`src/rtl/fifo_serializer.sv`:
```
// Pops words from the TX async-FIFO read port and shifts each one onto the line as a
// framed serial stream: start bit, data LSB first, optional parity, stop bit(s); idle high.
module fifo_serializer #(
    parameter int WIDTH      = 8,
    parameter int BIT_CYCLES = 4,
    parameter int CNT_WIDTH  = 8,
    parameter int PARITY_EN  = 1,
    parameter int PARITY_ODD = 0,
    parameter int STOP_BITS  = 1
) (
    input  logic             clk_i,
    input  logic             rst_n_i,
    input  logic             enable_i,
    input  logic             empty_i,
    input  logic [WIDTH-1:0] r_data_i,
    input  logic             rd_error_i,
    output logic             rd_en_o,
    output logic             serial_o,
    output logic             busy_o,
    output logic             frame_done_o,
    output logic             underrun_o
);

    localparam int IDX_W = (WIDTH > 1) ? $clog2(WIDTH) : 1;
    localparam logic [CNT_WIDTH-1:0] CNT_LAST  = CNT_WIDTH'(BIT_CYCLES - 1);
    localparam logic [IDX_W-1:0]     IDX_LAST  = IDX_W'(WIDTH - 1);
    localparam logic [IDX_W-1:0]     STOP_LAST = IDX_W'(STOP_BITS - 1);

    typedef enum logic [2:0] {
        IDLE, FETCH, LOAD, START, DATA, PARITY, STOP
    } state_t;

    state_t             state_q, state_next;
    logic [CNT_WIDTH-1:0] cnt_q, cnt_next;
    logic [IDX_W-1:0]   idx_q, idx_next;
    logic [WIDTH-1:0]   shift_q, shift_next;
    logic               parity_q, parity_next;
    logic               serial_q, serial_next;
    logic               done_q, done_next;
    logic               underrun_q;
    logic               bit_end;
    logic               start_ok;

    assign bit_end  = (cnt_q == CNT_LAST);
    assign start_ok = enable_i && !empty_i;

    // NOTE: every variable gets a default before the case so no path can infer a latch.
    always_comb begin
        state_next  = state_q;
        cnt_next    = '0;
        idx_next    = '0;
        shift_next  = shift_q;
        parity_next = parity_q;
        done_next   = 1'b0;

        if (state_q inside {START, DATA, PARITY, STOP})
            cnt_next = bit_end ? '0 : cnt_q + CNT_WIDTH'(1);

        // One index serves both the data bits and the stop bits.
        if (state_q inside {DATA, STOP}) begin
            idx_next = idx_q;
            if (bit_end)
                idx_next = (idx_q == ((state_q == DATA) ? IDX_LAST : STOP_LAST))
                           ? '0 : idx_q + IDX_W'(1);
        end

        case (state_q)
            IDLE:   if (start_ok) state_next = FETCH;
            FETCH:  state_next = LOAD;
            LOAD: begin
                shift_next  = r_data_i;
                parity_next = (^r_data_i) ^ 1'(PARITY_ODD);
                state_next  = START;
            end
            START:  if (bit_end) state_next = DATA;
            DATA: begin
                if (bit_end) begin
                    shift_next = shift_q >> 1;
                    if (idx_q == IDX_LAST)
                        state_next = (PARITY_EN != 0) ? PARITY : STOP;
                end
            end
            PARITY: if (bit_end) state_next = STOP;
            STOP: begin
                if (bit_end && idx_q == STOP_LAST) begin
                    done_next  = 1'b1;
                    state_next = start_ok ? FETCH : IDLE;
                end
            end
            default: state_next = IDLE;
        endcase

        // The line is registered, so it is driven from the state being entered.
        case (state_next)
            START:   serial_next = 1'b0;
            DATA:    serial_next = shift_next[0];
            PARITY:  serial_next = parity_next;
            default: serial_next = 1'b1;
        endcase
    end

    // NOTE: sequential state uses non-blocking assignments only, so every register
    // samples pre-edge values regardless of statement order.
    always_ff @(posedge clk_i or negedge rst_n_i) begin
        if (!rst_n_i) begin
            state_q    <= IDLE;
            cnt_q      <= '0;
            idx_q      <= '0;
            shift_q    <= '0;
            parity_q   <= 1'b0;
            serial_q   <= 1'b1;
            done_q     <= 1'b0;
            underrun_q <= 1'b0;
        end else begin
            state_q    <= state_next;
            cnt_q      <= cnt_next;
            idx_q      <= idx_next;
            shift_q    <= shift_next;
            parity_q   <= parity_next;
            serial_q   <= serial_next;
            done_q     <= done_next;
            if (rd_error_i) underrun_q <= 1'b1;
        end
    end

    assign rd_en_o      = (state_q == FETCH);
    assign busy_o       = (state_q != IDLE);
    assign serial_o     = serial_q;
    assign frame_done_o = done_q;
    assign underrun_o   = underrun_q;

endmodule

```
`config.mk`:
```
export PLATFORM = sky130hd
export DESIGN_NAME = fifo_serializer
export DESIGN_NICKNAME = d
export VERILOG_FILES = /design/src/rtl/fifo_serializer.sv
export SDC_FILE = /design/constraint.sdc
export NUM_CORES = 1
export LEC_CHECK = 0
export BUFFER_PORTS_ARGS = -buffer_cell sky130_fd_sc_hd__clkbuf_2
export CAP_MARGIN = 20
export CORE_MARGIN = 2
export CORE_UTILIZATION = 26
export CTS_CLUSTER_DIAMETER = 30
export CTS_CLUSTER_SIZE = 14
export DETAILED_ROUTE_END_ITERATION = 8
export PLACE_DENSITY = 0.46
export SYNTH_ARGS = -nofsm -noshare
export SYNTH_HDL_FRONTEND = slang
export SYNTH_SLANG_ARGS = --single-unit
export TNS_END_PERCENT = 10
```
`constraint.sdc`:
```
create_clock -name clk_i -period 4.45 [get_ports clk_i]
set_input_delay 0.2225 -clock clk_i [delete_from_list [all_inputs] [get_ports clk_i]]
set_output_delay 0.2225 -clock clk_i [all_outputs]
set_load 0.01 [all_outputs]
```
==> key figures <==
Run status
  – Status: completed

Timing
  – # setup viols final: 0
  – Final hold viol count: 0
  – RSZ-0062 raised after global routing: false
  – Fin. max-slew vios: 0
  – Clock period minus worst slack: between 2 and 2.5 ns
  – Clock skew: roughly 0.0040 ns
  – Setup Total Neg Slack: 0 ns
  – Relative max-transition margin: between 50 and 60%
  – Post-route clock period utilization: a little under half
  – Fmax: 478 MHz
  – Worst Max-Slew Pin Slew: approximately 0.66 ns

Clock tree
  – H-tree levels: 1
  – Skew-Pair Late Insertion Delay: 0.27 ns
  – CTS Buf Count: 3
  – CTS tree: yes
  – Longest Clk Path Bufs: 2
  – CTS sink cnt: 26
  – Root buffer selected by CTS: clkbuf_8
  – Clock-pin transition on the worst setup and hold timing paths: about 0.09 ns
  – CTS resizes: 0

Worst setup path
  – Crit path max fanout: 5
  – Worst Path Class, Setup: register to register
  – Required time worst endpoint: between 4 and 5 ns
  – R2R Setup Slk: approximately 2.4 ns
  – Worst setup EP type: register
  – CP Launch Type: register
  – CP arrival: about 2.3 ns

GRT
  – GR peak layer: met2
  – Largest net degree at the start of global routing: 27
  – Vias in the first global route: 1159
  – Initial antenna violation count: 0
  – GRT Util Overall: between 10% and 20%
  – Met3 Use GR: between 2 and 2.5%
  – GRT Residual Overflow: 0
  – Met1 usage: 12.4%
  – First-pass GRT wire length: slightly above 5000 µm
  – GR Util met2: a little under a fifth

Route
  – Drt first pass iters: 4
  – Total wire length: around 2900 µm
  – # DRC: 0
  – First DRT Iteration DRCs: 92
  – Routed WL per cell: between 10 and 15 µm
  – Post-route ant nets: 0
  – Total vias in the final route: around 1100
  – Avg Vias per Cell: 4.67

Floorplan
  – Area of the die: approximately 0.0062 mm²
  – Top-level I/O count: 18
  – Row count: 27
  – Initial core utilization: between 20% and 30%
  – DIE WIDTH: around 78 µm
  – Die Span Y: a little under 80 µm
  – Placeable Area: approximately 0.0054 mm²

Synth
  – Post-synthesis mux area share: 0%
  – Synth Net Count: between 150 and 200
  – Gate Count Post-Synth: roughly 140
  – Post-synthesis sequential area ratio: about 45%
  – Simple-Gate Fraction of Synth Area: between 20% and 30%
  – Synth cell types: 46
  – Synth Area in XOR/XNOR: about 8.5%
  – Post-Syn Area per Cell: slightly above 10 µm²
  – Largest area contributor in the netlist: dfrtp_1
  – Compound-Gate Fraction of Synth Area: ~13%
  – Yosys reg bits: 26
  – Main combinational cell family by area after synthesis: simple AND/OR/NAND/NOR gates
  – Adder-Cell Fraction of Synth Area: 3.47%
  – Post-Synthesis Cell Area: ~0.0014 mm²
  – Synth top area share: between 40% and 50%
  – Warnings, synthesis: 0
  – Synth top area cells: dfrtp_1 43%, nand2_1 5.5%, xnor2_1 4.9%

Pwr
  – VDD IR-drop max: about 0.00012 V
  – Net Switching: between 0.0001 and 0.00015 W
  – Pwr/cell area: about 320 mW/mm²
  – Sequential share of power: 48.5%
  – Int Pwr: roughly 0.00041 W
  – Switching share of power: between 20% and 30%
  – Leakage power: roughly 0.75 nW
  – Clock Power Share: a little over a third
  – Comb pwr share: between 10% and 20%

Finish
  – Fraction of layout cells with a size suffix above 1: between 20% and 30%
  – NumNets Final: 179
  – ANT cells: 0
  – Syn-to-layout area delta: 16.0%
  – Fillers: between 500 and 600
  – Final core occ: a little under a third

Placement
  – DP HPWL: ~2200 µm
  – Buffers on Ports: 17
  – Gpl congestion: slightly above 0.8

Hold path
  – Hold WC Path Type: input pin to register

Run
  – Max_cap viols: 0
## metal layers
| metal | wire (µm) | vias to the layer above |
|---|---|---|
| li1 | - | 544 |
| met3 | 107 | 2 |
| met4 | 13 | 0 |
| met5 | 0 | - |
| met2 | 1450 | 15 |
| met1 | 1290 | 527 |
## worst max-delay path, stage by stage, from the launching register on
cell and delay, ns:
dfrtp_1 0.41, ha_1 0.26, or3b_2 0.55, nor2_4 0.18, a211oi_2 0.13, a2111oi_0 0.34, o22ai_1 0.14
## power by group through the flow
stage | sequential (W) | clock [W] | combinational, W
detailed placement | 0.000267 | 0 | 0.0000830
global route | 0.000265 | 0.000216 | 0.0000938
CTS | 0.000263 | 0.000204 | 0.0000839
floorplan | 0.000262 | 0 | 0.0000630
finish | 0.000263 | 0.000198 | 0.0000821
global placement | 0.000267 | 0 | 0.0000828
## cell usage after synthesis, drive strengths merged
| cell | n |
|---|---|
| nand3b | 1 |
| dfstp | 1 |
| ha | 4 |
| a22o | 1 |
| a41oi | 2 |
| xnor2 | 8 |
| nand2 | 21 |
| buf | 5 |
| or2 | 1 |
| nor4 | 1 |
| dfrtp | 25 |
| a31o | 1 |
| o22a | 1 |
| a21o | 1 |
| xor2 | 6 |
| nand2b | 3 |
| inv | 4 |
| nor3 | 2 |
| nor2b | 2 |
| o22ai | 1 |
| a22oi | 6 |
| nor3b | 4 |
| a21oi | 4 |
| and2 | 1 |
| nand4 | 3 |
| o21ai | 3 |
| and3 | 4 |
| nor4b | 1 |
| and2b | 3 |
| a211oi | 1 |
| or4 | 2 |
| a31oi | 2 |
| nand3 | 6 |
| or3b | 1 |
| a2111oi | 1 |
| a221o | 1 |
| nor2 | 9 |
## timing repair
| action | CTS | global route |
|---|---|---|
| hold endpoints to repair | 25 | 0 |
| endpoints found under the setup margin | 0 | 0 |
| hold buffers | 1 | 0 |
| buffers inserted | 0 | 0 |
## layout make-up
class | instances | area (µm²) | area share (%)
well taps | 72 | 90.1 | 5.38
clock buffers | 3 | 41.3 | 2.47
flip-flops and latches | 26 | 652 | 38.9
repair buffers | 19 | 103 | 6.13
multi-input cells | 108 | 743 | 44.4
inverters | 4 | 15.0 | 0.897
clock inverters | 1 | 30.0 | 1.79
## flip-flops by register name, indices dropped and copies added, names as in the netlist
| name | cells |
|---|---|
| cnt_q | 8 |
| shift_q | 8 |
| idx_q | 3 |
| state_q | 3 |
| frame_done_o | 1 |
| parity_q | 1 |
| serial_o | 1 |
| underrun_o | 1 |
## logic make-up after synthesis
kind of cell    after synthesis
compound gates               25
xor+xnor                     14
fa+ha+maj                     4
buf+inv                       9
flops                        26
simple gates                 65
## placed cells by master (no fill, tap or decap), types with 2 or more instances in the layout
cell,instances
and3_1,3
nor3b_1,3
and2b_2,2
dfrtp_1,25
inv_1,4
nand2b_1,3
clkbuf_8,3
nand3_1,6
a21oi_1,4
nand4_1,3
a22oi_1,6
a41oi_1,2
xor2_1,6
nor2b_1,2
a31oi_1,2
clkbuf_2,17
nor2_1,8
nand2_1,21
xnor2_1,8
ha_1,4
## through the flow
stage,setup slack (ns),hold WS (ns),area [µm²],std cells,total power [W]
finish,2.36,0.129,1670,233,0.000543
detailed placement,2.35,0.287,1590,228,0.000350
global route,2.19,0.135,1670,233,0.000575
CTS,2.34,0.121,1670,233,0.000551
floorplan,2.53,-0.0731,1440,143,0.000325
global placement,2.38,0.289,1590,228,0.000350
## final timing paths
kind                                        start                     end  cells past startpoint
hold / removal                         rd_error_i  underrun_o$_DFFE_PN0P_                      2
min in group asynchronous                 rst_n_i  shift_q[5]$_DFFE_PN0P_                      2
setup / recovery               cnt_q[0]$_DFF_PN0_      serial_o$_DFF_PN1_                      6
max in group asynchronous                 rst_n_i    idx_q[1]$_DFFE_PN0P_                      2
hold reg to reg            underrun_o$_DFFE_PN0P_  underrun_o$_DFFE_PN0P_                      1
setup reg to reg               cnt_q[0]$_DFF_PN0_      serial_o$_DFF_PN1_                      6
Note: power is estimated with default switching activity, not from simulation.
